File: config.mk
export PLATFORM = sky130hd
export DESIGN_NAME = hazard_fwd_unit_flat
export DESIGN_NICKNAME = d
export VERILOG_FILES = /design/src/rtl/hazard_fwd_unit_if.sv /design/src/rtl/hazard_fwd_unit.sv /design/src/flat_wrapper.sv
export SDC_FILE = /design/constraint.sdc
export NUM_CORES = 1
export LEC_CHECK = 0
export ABC_AREA = 1
export CAP_MARGIN = 20
export CELL_PAD_IN_SITES_DETAIL_PLACEMENT = 2
export CELL_PAD_IN_SITES_GLOBAL_PLACEMENT = 2
export CORE_MARGIN = 2
export CORE_UTILIZATION = 12
export DETAILED_ROUTE_END_ITERATION = 10
export PLACE_DENSITY_LB_ADDON = 0.1
export SYNTH_ARGS = -nofsm -noshare
export SYNTH_HDL_FRONTEND = slang
export SYNTH_SLANG_ARGS = --single-unit
File: constraint.sdc
create_clock -name clk -period 4.15 [get_ports clk]
set_clock_uncertainty 0.05 [all_clocks]
set_input_delay 0.83 -clock clk [delete_from_list [all_inputs] [get_ports clk]]
set_output_delay 0.83 -clock clk [all_outputs]
set_load 0.005 [all_outputs]
File: src/rtl/hazard_fwd_unit_if.sv
// rtl/hazard_fwd_unit_if.sv - stage instruction/data bundle between decode and the hazard/forwarding unit
interface hazard_fwd_unit_if #(
   parameter int XLEN = 32
);
   logic            flush;
   logic [31:0]     instr_de;
   logic [31:0]     instr_exe;
   logic [31:0]     instr_acc;
   logic [31:0]     instr_wb;
   logic            valid_exe;
   logic            valid_acc;
   logic            valid_wb;
   logic [XLEN-1:0] rs1_data_de;
   logic [XLEN-1:0] rs2_data_de;
   logic [XLEN-1:0] alu_out_exe;
   logic [XLEN-1:0] pc_4_exe;
   logic [XLEN-1:0] alu_out_acc;
   logic [XLEN-1:0] pc_4_acc;
   logic [XLEN-1:0] dmem_out_acc;
   logic [XLEN-1:0] wb_data;
   logic            stall;
   logic            hazard;
   logic [1:0]      fwd_sel_a;
   logic [1:0]      fwd_sel_b;
   logic [XLEN-1:0] data_a_mgr;
   logic [XLEN-1:0] data_b_mgr;

   modport master (
      output flush, instr_de, instr_exe, instr_acc, instr_wb,
             valid_exe, valid_acc, valid_wb, rs1_data_de, rs2_data_de,
             alu_out_exe, pc_4_exe, alu_out_acc, pc_4_acc, dmem_out_acc, wb_data,
      input  stall, hazard, fwd_sel_a, fwd_sel_b, data_a_mgr, data_b_mgr
   );

   modport slave (
      input  flush, instr_de, instr_exe, instr_acc, instr_wb,
             valid_exe, valid_acc, valid_wb, rs1_data_de, rs2_data_de,
             alu_out_exe, pc_4_exe, alu_out_acc, pc_4_acc, dmem_out_acc, wb_data,
      output stall, hazard, fwd_sel_a, fwd_sel_b, data_a_mgr, data_b_mgr
   );
endinterface

File: src/rtl/hazard_fwd_unit.sv
// rtl/hazard_fwd_unit.sv - RV32 operand forwarding and load-use stall manager
// Define HAZARD_PERF_EN to add saturating stall/forward event counters.
module hazard_fwd_unit #(
   parameter int XLEN     = 32,
   parameter int LOAD_LAT = 1,
   parameter int CNT_W    = 2
) (
   input  logic              clk,
   input  logic              rst,
   hazard_fwd_unit_if.slave  bus
`ifdef HAZARD_PERF_EN
   ,
   output logic [31:0]       perf_stall_cycles,
   output logic [31:0]       perf_fwd_events
`endif
);

   localparam logic [6:0] OPC_LUI    = 7'b0110111;
   localparam logic [6:0] OPC_AUIPC  = 7'b0010111;
   localparam logic [6:0] OPC_OPIMM  = 7'b0010011;
   localparam logic [6:0] OPC_OP     = 7'b0110011;
   localparam logic [6:0] OPC_JAL    = 7'b1101111;
   localparam logic [6:0] OPC_JALR   = 7'b1100111;
   localparam logic [6:0] OPC_LOAD   = 7'b0000011;
   localparam logic [6:0] OPC_STORE  = 7'b0100011;
   localparam logic [6:0] OPC_BRANCH = 7'b1100011;

   typedef enum logic [1:0] {CLS_NONE, CLS_ALU, CLS_PC4, CLS_LOAD} wb_cls_e;
   typedef enum logic {S_IDLE, S_STALL} state_e;

   function automatic wb_cls_e wb_class(input logic [6:0] opc);
      case (opc)
         OPC_LUI, OPC_AUIPC, OPC_OPIMM, OPC_OP: return CLS_ALU;
         OPC_JAL, OPC_JALR:                     return CLS_PC4;
         OPC_LOAD:                              return CLS_LOAD;
         default:                               return CLS_NONE;
      endcase
   endfunction

   function automatic logic produces(input logic valid, input wb_cls_e cls,
                                     input logic [4:0] rd, input logic [4:0] rs);
      return valid && (cls != CLS_NONE) && (rd != 5'd0) && (rd == rs);
   endfunction

   function automatic logic [1:0] pick(input logic m_exe, input logic m_acc, input logic m_wb);
      if (m_exe)      return 2'd1;
      else if (m_acc) return 2'd2;
      else if (m_wb)  return 2'd3;
      else            return 2'd0;
   endfunction

   logic [6:0]       opc_de;
   logic [4:0]       rs1, rs2;
   logic             use_rs1, use_rs2;
   wb_cls_e          cls_exe, cls_acc, cls_wb;
   logic             m_exe_a, m_acc_a, m_wb_a, m_exe_b, m_acc_b, m_wb_b;
   logic [XLEN-1:0]  exe_val, acc_val;
   logic             exe_load_hit, acc_load_hit, lu;
   logic [CNT_W-1:0] lu_n;
   state_e           state, state_nx;
   logic [CNT_W-1:0] cnt, cnt_nx;
   logic             stall_fsm;
   logic             unused_bits;

   assign opc_de  = bus.instr_de[6:0];
   assign rs1     = bus.instr_de[19:15];
   assign rs2     = bus.instr_de[24:20];
   assign use_rs1 = !(opc_de == OPC_LUI || opc_de == OPC_AUIPC || opc_de == OPC_JAL);
   assign use_rs2 = (opc_de == OPC_OP) || (opc_de == OPC_STORE) || (opc_de == OPC_BRANCH);
   assign cls_exe = wb_class(bus.instr_exe[6:0]);
   assign cls_acc = wb_class(bus.instr_acc[6:0]);
   assign cls_wb  = wb_class(bus.instr_wb[6:0]);

   // Unused sources never match, so they cannot forward or stall.
   assign m_exe_a = use_rs1 && produces(bus.valid_exe, cls_exe, bus.instr_exe[11:7], rs1);
   assign m_acc_a = use_rs1 && produces(bus.valid_acc, cls_acc, bus.instr_acc[11:7], rs1);
   assign m_wb_a  = use_rs1 && produces(bus.valid_wb,  cls_wb,  bus.instr_wb[11:7],  rs1);
   assign m_exe_b = use_rs2 && produces(bus.valid_exe, cls_exe, bus.instr_exe[11:7], rs2);
   assign m_acc_b = use_rs2 && produces(bus.valid_acc, cls_acc, bus.instr_acc[11:7], rs2);
   assign m_wb_b  = use_rs2 && produces(bus.valid_wb,  cls_wb,  bus.instr_wb[11:7],  rs2);

   assign exe_val = (cls_exe == CLS_PC4) ? bus.pc_4_exe : bus.alu_out_exe;
   assign acc_val = (cls_acc == CLS_PC4)  ? bus.pc_4_acc :
                    (cls_acc == CLS_LOAD) ? bus.dmem_out_acc : bus.alu_out_acc;

   assign bus.fwd_sel_a = pick(m_exe_a, m_acc_a, m_wb_a);
   assign bus.fwd_sel_b = pick(m_exe_b, m_acc_b, m_wb_b);
   assign bus.hazard    = (bus.fwd_sel_a != 2'd0) || (bus.fwd_sel_b != 2'd0);

   always_comb begin
      case (bus.fwd_sel_a)
         2'd1:    bus.data_a_mgr = exe_val;
         2'd2:    bus.data_a_mgr = acc_val;
         2'd3:    bus.data_a_mgr = bus.wb_data;
         default: bus.data_a_mgr = bus.rs1_data_de;
      endcase
      case (bus.fwd_sel_b)
         2'd1:    bus.data_b_mgr = exe_val;
         2'd2:    bus.data_b_mgr = acc_val;
         2'd3:    bus.data_b_mgr = bus.wb_data;
         default: bus.data_b_mgr = bus.rs2_data_de;
      endcase
   end

   assign exe_load_hit = (cls_exe == CLS_LOAD) && (m_exe_a || m_exe_b);
   assign acc_load_hit = (LOAD_LAT == 2) && (cls_acc == CLS_LOAD) &&
                         ((m_acc_a && !m_exe_a) || (m_acc_b && !m_exe_b));
   assign lu           = exe_load_hit || acc_load_hit;
   assign lu_n         = exe_load_hit ? CNT_W'(LOAD_LAT) : CNT_W'(1);

   always_ff @(posedge clk or posedge rst) begin
      if (rst) begin
         state <= S_IDLE;
         cnt   <= '0;
      end else begin
         state <= state_nx;
         cnt   <= cnt_nx;
      end
   end

   always_comb begin
      state_nx  = state;
      cnt_nx    = cnt;
      stall_fsm = 1'b0;
      case (state)
         S_IDLE: begin
            stall_fsm = lu;
            if (lu && (lu_n > CNT_W'(1))) begin
               cnt_nx   = lu_n - CNT_W'(1);
               state_nx = S_STALL;
            end
         end
         S_STALL: begin
            stall_fsm = 1'b1;
            cnt_nx    = cnt - CNT_W'(1);
            if (cnt <= CNT_W'(1)) state_nx = S_IDLE;
         end
         default: state_nx = S_IDLE;
      endcase
      if (bus.flush) begin
         state_nx  = S_IDLE;
         cnt_nx    = '0;
         stall_fsm = 1'b0;
      end
   end

   // Gating with rst keeps stall low while reset is held even if lu is still true.
   assign bus.stall = stall_fsm && !rst;

   assign unused_bits = ^{bus.instr_de[31:25], bus.instr_de[14:7],
                          bus.instr_exe[31:12], bus.instr_acc[31:12], bus.instr_wb[31:12]};

`ifdef HAZARD_PERF_EN
   always_ff @(posedge clk or posedge rst) begin
      if (rst) begin
         perf_stall_cycles <= '0;
         perf_fwd_events   <= '0;
      end else begin
         if (bus.stall && (perf_stall_cycles != 32'hFFFF_FFFF))
            perf_stall_cycles <= perf_stall_cycles + 32'd1;
         if (bus.hazard && !bus.stall && (perf_fwd_events != 32'hFFFF_FFFF))
            perf_fwd_events <= perf_fwd_events + 32'd1;
      end
   end
`endif

endmodule

File: src/flat_wrapper.sv
// flat-port wrapper written by rule: the top's interface ports become plain ports
module hazard_fwd_unit_flat 
#(
   parameter int XLEN     = 32,
   parameter int LOAD_LAT = 1,
   parameter int CNT_W    = 2
)
  (clk, rst, bus_flush, bus_instr_de, bus_instr_exe, bus_instr_acc, bus_instr_wb, bus_valid_exe, bus_valid_acc, bus_valid_wb, bus_rs1_data_de, bus_rs2_data_de, bus_alu_out_exe, bus_pc_4_exe, bus_alu_out_acc, bus_pc_4_acc, bus_dmem_out_acc, bus_wb_data, bus_stall, bus_hazard, bus_fwd_sel_a, bus_fwd_sel_b, bus_data_a_mgr, bus_data_b_mgr);
  hazard_fwd_unit_if #(.XLEN(XLEN)) bus_i ();
  input  logic clk;
  input  logic rst;
  input wire logic [$bits(bus_i.flush)-1:0] bus_flush;
  input wire logic [$bits(bus_i.instr_de)-1:0] bus_instr_de;
  input wire logic [$bits(bus_i.instr_exe)-1:0] bus_instr_exe;
  input wire logic [$bits(bus_i.instr_acc)-1:0] bus_instr_acc;
  input wire logic [$bits(bus_i.instr_wb)-1:0] bus_instr_wb;
  input wire logic [$bits(bus_i.valid_exe)-1:0] bus_valid_exe;
  input wire logic [$bits(bus_i.valid_acc)-1:0] bus_valid_acc;
  input wire logic [$bits(bus_i.valid_wb)-1:0] bus_valid_wb;
  input wire logic [$bits(bus_i.rs1_data_de)-1:0] bus_rs1_data_de;
  input wire logic [$bits(bus_i.rs2_data_de)-1:0] bus_rs2_data_de;
  input wire logic [$bits(bus_i.alu_out_exe)-1:0] bus_alu_out_exe;
  input wire logic [$bits(bus_i.pc_4_exe)-1:0] bus_pc_4_exe;
  input wire logic [$bits(bus_i.alu_out_acc)-1:0] bus_alu_out_acc;
  input wire logic [$bits(bus_i.pc_4_acc)-1:0] bus_pc_4_acc;
  input wire logic [$bits(bus_i.dmem_out_acc)-1:0] bus_dmem_out_acc;
  input wire logic [$bits(bus_i.wb_data)-1:0] bus_wb_data;
  output wire logic [$bits(bus_i.stall)-1:0] bus_stall;
  output wire logic [$bits(bus_i.hazard)-1:0] bus_hazard;
  output wire logic [$bits(bus_i.fwd_sel_a)-1:0] bus_fwd_sel_a;
  output wire logic [$bits(bus_i.fwd_sel_b)-1:0] bus_fwd_sel_b;
  output wire logic [$bits(bus_i.data_a_mgr)-1:0] bus_data_a_mgr;
  output wire logic [$bits(bus_i.data_b_mgr)-1:0] bus_data_b_mgr;
  assign bus_i.flush = bus_flush;
  assign bus_i.instr_de = bus_instr_de;
  assign bus_i.instr_exe = bus_instr_exe;
  assign bus_i.instr_acc = bus_instr_acc;
  assign bus_i.instr_wb = bus_instr_wb;
  assign bus_i.valid_exe = bus_valid_exe;
  assign bus_i.valid_acc = bus_valid_acc;
  assign bus_i.valid_wb = bus_valid_wb;
  assign bus_i.rs1_data_de = bus_rs1_data_de;
  assign bus_i.rs2_data_de = bus_rs2_data_de;
  assign bus_i.alu_out_exe = bus_alu_out_exe;
  assign bus_i.pc_4_exe = bus_pc_4_exe;
  assign bus_i.alu_out_acc = bus_alu_out_acc;
  assign bus_i.pc_4_acc = bus_pc_4_acc;
  assign bus_i.dmem_out_acc = bus_dmem_out_acc;
  assign bus_i.wb_data = bus_wb_data;
  assign bus_stall = bus_i.stall;
  assign bus_hazard = bus_i.hazard;
  assign bus_fwd_sel_a = bus_i.fwd_sel_a;
  assign bus_fwd_sel_b = bus_i.fwd_sel_b;
  assign bus_data_a_mgr = bus_i.data_a_mgr;
  assign bus_data_b_mgr = bus_i.data_b_mgr;
  hazard_fwd_unit #(.XLEN(XLEN), .LOAD_LAT(LOAD_LAT), .CNT_W(CNT_W)) u_core (.clk(clk), .rst(rst), .bus(bus_i));
endmodule
==> results.toml <==
[worst_hold_path]
timing.hold.worst.class = "register to register"
hold_path_depth = 2

[global_route]
grt_pass1_vias = 7999
global_route.usage.total = 0.192
overflow = 0
grt_max_degree = 51
grt_antenna_before_repair = 6
grt_pass1_wl_mm = 52.6

[power_and_ir_drop]
leakagePower_nw = 4.10
worst_ir_drop_vdd_v = 0.000236
totalPowerFinal_mw = 0.812
power_density_nw_per_um2 = 85.1

[sta]
fmax_mhz = 249
final-max-slew-violation-count = 0
period_minus_slack_ns = 4.02
final.period_utilization = 0.968
timing_worst_slew_pin_value_ns = 0.432
final-hold-violation-count = 0
grt_setup_unrepaired = "true"
setup_viol = 0
slew_headroom = 0.712

[drt]
drt_iter0_markers = 308
antenna_left = 0
routed_via_density = 4.59
vias = 7419
routed_wirelength_mm = 36.7
wl_per_cell_um = 22.7
post-route-drc-count = 0
dr.pass1.iters = 4

[floorplanning]
die_w_um = 191
die-height_um = 191
fp.dieArea_um2 = 36400
core-area_um2 = 34500
floorplan.initialDensity = 0.121
floorplan.rows = 68
design.portCount = 460

[setup_path]
rr_startpoint = "u_core.cnt[0]"
cp_common_cell = "sky130_fd_sc_hd__nand2_1"
rr_endpoint = "u_core.cnt[1]"
timing.critical_path.to_type = "output port"
worst_setup_start_kind = "input pin"
critPathArrivalTime_ns = 3.14
critPathCapture = "bus_data_b_mgr[20]"
worst_ep_required_time_ns = 3.27
worstPathMaxFanout = 8
worst-setup-path-type = "input pin to output port"
cpMaxStageDelayCell = "sky130_fd_sc_hd__clkdlybuf4s50_1"
worst_path_cell_trace = "clkdlybuf4s50_1 > inv_2 > nand2_1 > nor2_4 > nand2_4 > nand3_4 > nand2_1 > inv_2 > nand4_1 > inv_4 > buf_8 > nand2_1 > nand4_1 > clkdlybuf4s50_1"
r2r_setup_slack_ns = 3.13
ff2ff_path_depth = 3
setup.worst_path.start = "bus_instr_acc[4]"
critical_path.max_stage_delay_ns = 0.53

[clock_network]
cts_hold_buf = 0
cts_buffers = 3
clock_sinks = 3
clock_insertion_delay_worst_skew_ns = 0.23
clock_tree.buffer_depth = 2
clk_root_buffer_cell = "sky130_fd_sc_hd__clkbuf_16"
tritoncts = "yes"
clock_tree.htree_level_count = 1
clk_pin_slew_worst_paths_ns = 0.03

[synthesis]
ys_types = 38
synth_nets = 1150
synth_sequential_area_ratio = 0.0179
synth.area.top_cells = "sky130_fd_sc_hd__nand4_1 (29%), sky130_fd_sc_hd__nand2_1 (17%), sky130_fd_sc_hd__nand3_1 (14%)"
synth.largest_area_cell = "sky130_fd_sc_hd__nand4_1"
synth_cells = 759
synth-warning-count = 0
synthesis.area_um2 = 4180
synth_top_cell_area_share = 0.295
synth.ff_latch_count = 3
syn_area_per_cell_um2 = 5.51

[finish]
num-nets-final = 1549
final-instance-count-excl-fill = 1616
syn_to_final_growth_pct = 128
layout-drive-gt1-share = 0.143

[job]
max_cap_violations = 0

[placement]
dp_cells = 1602
gpl_congestion = 0.763
dpl.hpwl_mm = 29.6
numPortBuffers = 384

[outcome]
status = "finished, final reports clean"
==> cell usage after synthesis <==
library cell and number:
sky130_fd_sc_hd__a211oi_1 1, sky130_fd_sc_hd__a21boi_0 1, sky130_fd_sc_hd__a21oi_1 5, sky130_fd_sc_hd__a21oi_4 1
sky130_fd_sc_hd__a31oi_1 14, sky130_fd_sc_hd__and2_1 1, sky130_fd_sc_hd__and3_1 1, sky130_fd_sc_hd__buf_1 8
sky130_fd_sc_hd__buf_2 25, sky130_fd_sc_hd__buf_4 8, sky130_fd_sc_hd__buf_6 5, sky130_fd_sc_hd__clkbuf_1 26
sky130_fd_sc_hd__clkinv_1 1, sky130_fd_sc_hd__dfrtp_1 3, sky130_fd_sc_hd__ha_1 1, sky130_fd_sc_hd__inv_1 34
sky130_fd_sc_hd__inv_2 10, sky130_fd_sc_hd__mux2_2 32, sky130_fd_sc_hd__nand2_1 186, sky130_fd_sc_hd__nand2_2 2
sky130_fd_sc_hd__nand3_1 116, sky130_fd_sc_hd__nand3_2 3, sky130_fd_sc_hd__nand3_4 1, sky130_fd_sc_hd__nand3b_1 2
sky130_fd_sc_hd__nand3b_4 1, sky130_fd_sc_hd__nand4_1 197, sky130_fd_sc_hd__nand4_2 1, sky130_fd_sc_hd__nor2_1 37
sky130_fd_sc_hd__nor2_2 5, sky130_fd_sc_hd__nor2_4 1, sky130_fd_sc_hd__nor3_2 1, sky130_fd_sc_hd__nor4_1 2
sky130_fd_sc_hd__o21ai_0 3, sky130_fd_sc_hd__o21ai_1 1, sky130_fd_sc_hd__o21bai_1 1, sky130_fd_sc_hd__or2_2 1
sky130_fd_sc_hd__xnor2_1 18, sky130_fd_sc_hd__xor2_1 3
==> metrics by stage <==
step	TNS (ns)	utilization	setup slack, ns	hold WS (ns)	instance area, um2
2_1_floorplan	0	-	1.31	0.455	4180
5_1_grt	-0.0464	0.277	-0.0464	0.528	9530
3_5_place_dp	-0.933	0.263	-0.0681	0.485	9050
3_3_place_gp	-0.0409	0.263	-0.0254	0.471	9050
4_1_cts	0	0.266	0.0000917	0.488	9150
6_report	0	0.277	0.132	0.484	9540
==> cells in the final DEF, fill, tap and decap left out, types with 12 or more instances in the layout <==
cell,Yosys,final
sky130_fd_sc_hd__buf_12,0,19
sky130_fd_sc_hd__buf_4,8,47
sky130_fd_sc_hd__clkdlybuf4s50_1,0,325
sky130_fd_sc_hd__dlymetal6s2s_1,0,49
sky130_fd_sc_hd__inv_1,34,30
sky130_fd_sc_hd__mux2_2,32,32
sky130_fd_sc_hd__nand2_1,186,184
sky130_fd_sc_hd__nand3_1,116,114
sky130_fd_sc_hd__nand4_1,197,197
sky130_fd_sc_hd__nor2_1,37,33
sky130_fd_sc_hd__xnor2_1,18,12
==> where the power goes <==
part,switching (mW),internal (mW),total [mW]
logic,0.221,0.405,0.627
clock network,0.0287,0.127,0.156
registers,0.0000000000000000328,0.0295,0.0295
total,0.250,0.562,0.812
==> repair_timing <==
action	4_1_cts	5_1_grt
setup endpoints to repair	45	61
gates resized for setup	16	86
gates cloned	0	2
pin swaps	0	6
setup buffers	0	4
==> state kept, by name, indices dropped and copies added, names as in the netlist <==
| signal | flops |
|---|---|
| u_core.cnt | 2 |
| u_core.state | 1 |
==> logic make-up after synthesis <==
family	after synthesis	synth area share
adder cells (fa/ha/maj)	1	0.00299
AND/OR/NAND/NOR	558	0.679
multiplexers	32	0.0862
XOR/XNOR	21	0.0440
AO/OA/AOI/OAI	27	0.0410
buffers and inverters	117	0.129
flip-flops	3	0.0179
==> final cells by class <==
cell class,instances,area (um2)
diodes,4,10.0
clock buffers,4,78.8
fillers,4112,24900
multi-input cells,639,3720
well taps,455,569
repair buffers,466,4910
inverters,45,176
flip-flops and latches,3,75.1
==> layer usage <==
layer  GRT usage  vias up  part of all wire
li1            -     3574                 -
met1       0.245     3577              0.44
met2       0.338      240              0.48
met3      0.0355       24             0.059
met4      0.0346        4             0.013
met5           0        -           0.00063
==> worst max-delay path: cells and delay by family <==
family        cells  cell delay (ns)
buf+inv           6             1.49
simple gates      8             0.80
==> how the worst min path moves through the flow <==
stage,startpoint,to,slack (ns)
2_1_floorplan,u_core.cnt[1],u_core.state,0.45
3_3_place_gp,u_core.cnt[1],u_core.state,0.47
4_1_cts,u_core.cnt[1],u_core.state,0.49
3_5_place_dp,u_core.cnt[1],u_core.state,0.49
5_1_grt,u_core.cnt[1],u_core.state,0.53
6_report,u_core.cnt[1],u_core.state,0.48
Power figures use the tool's default switching activity.
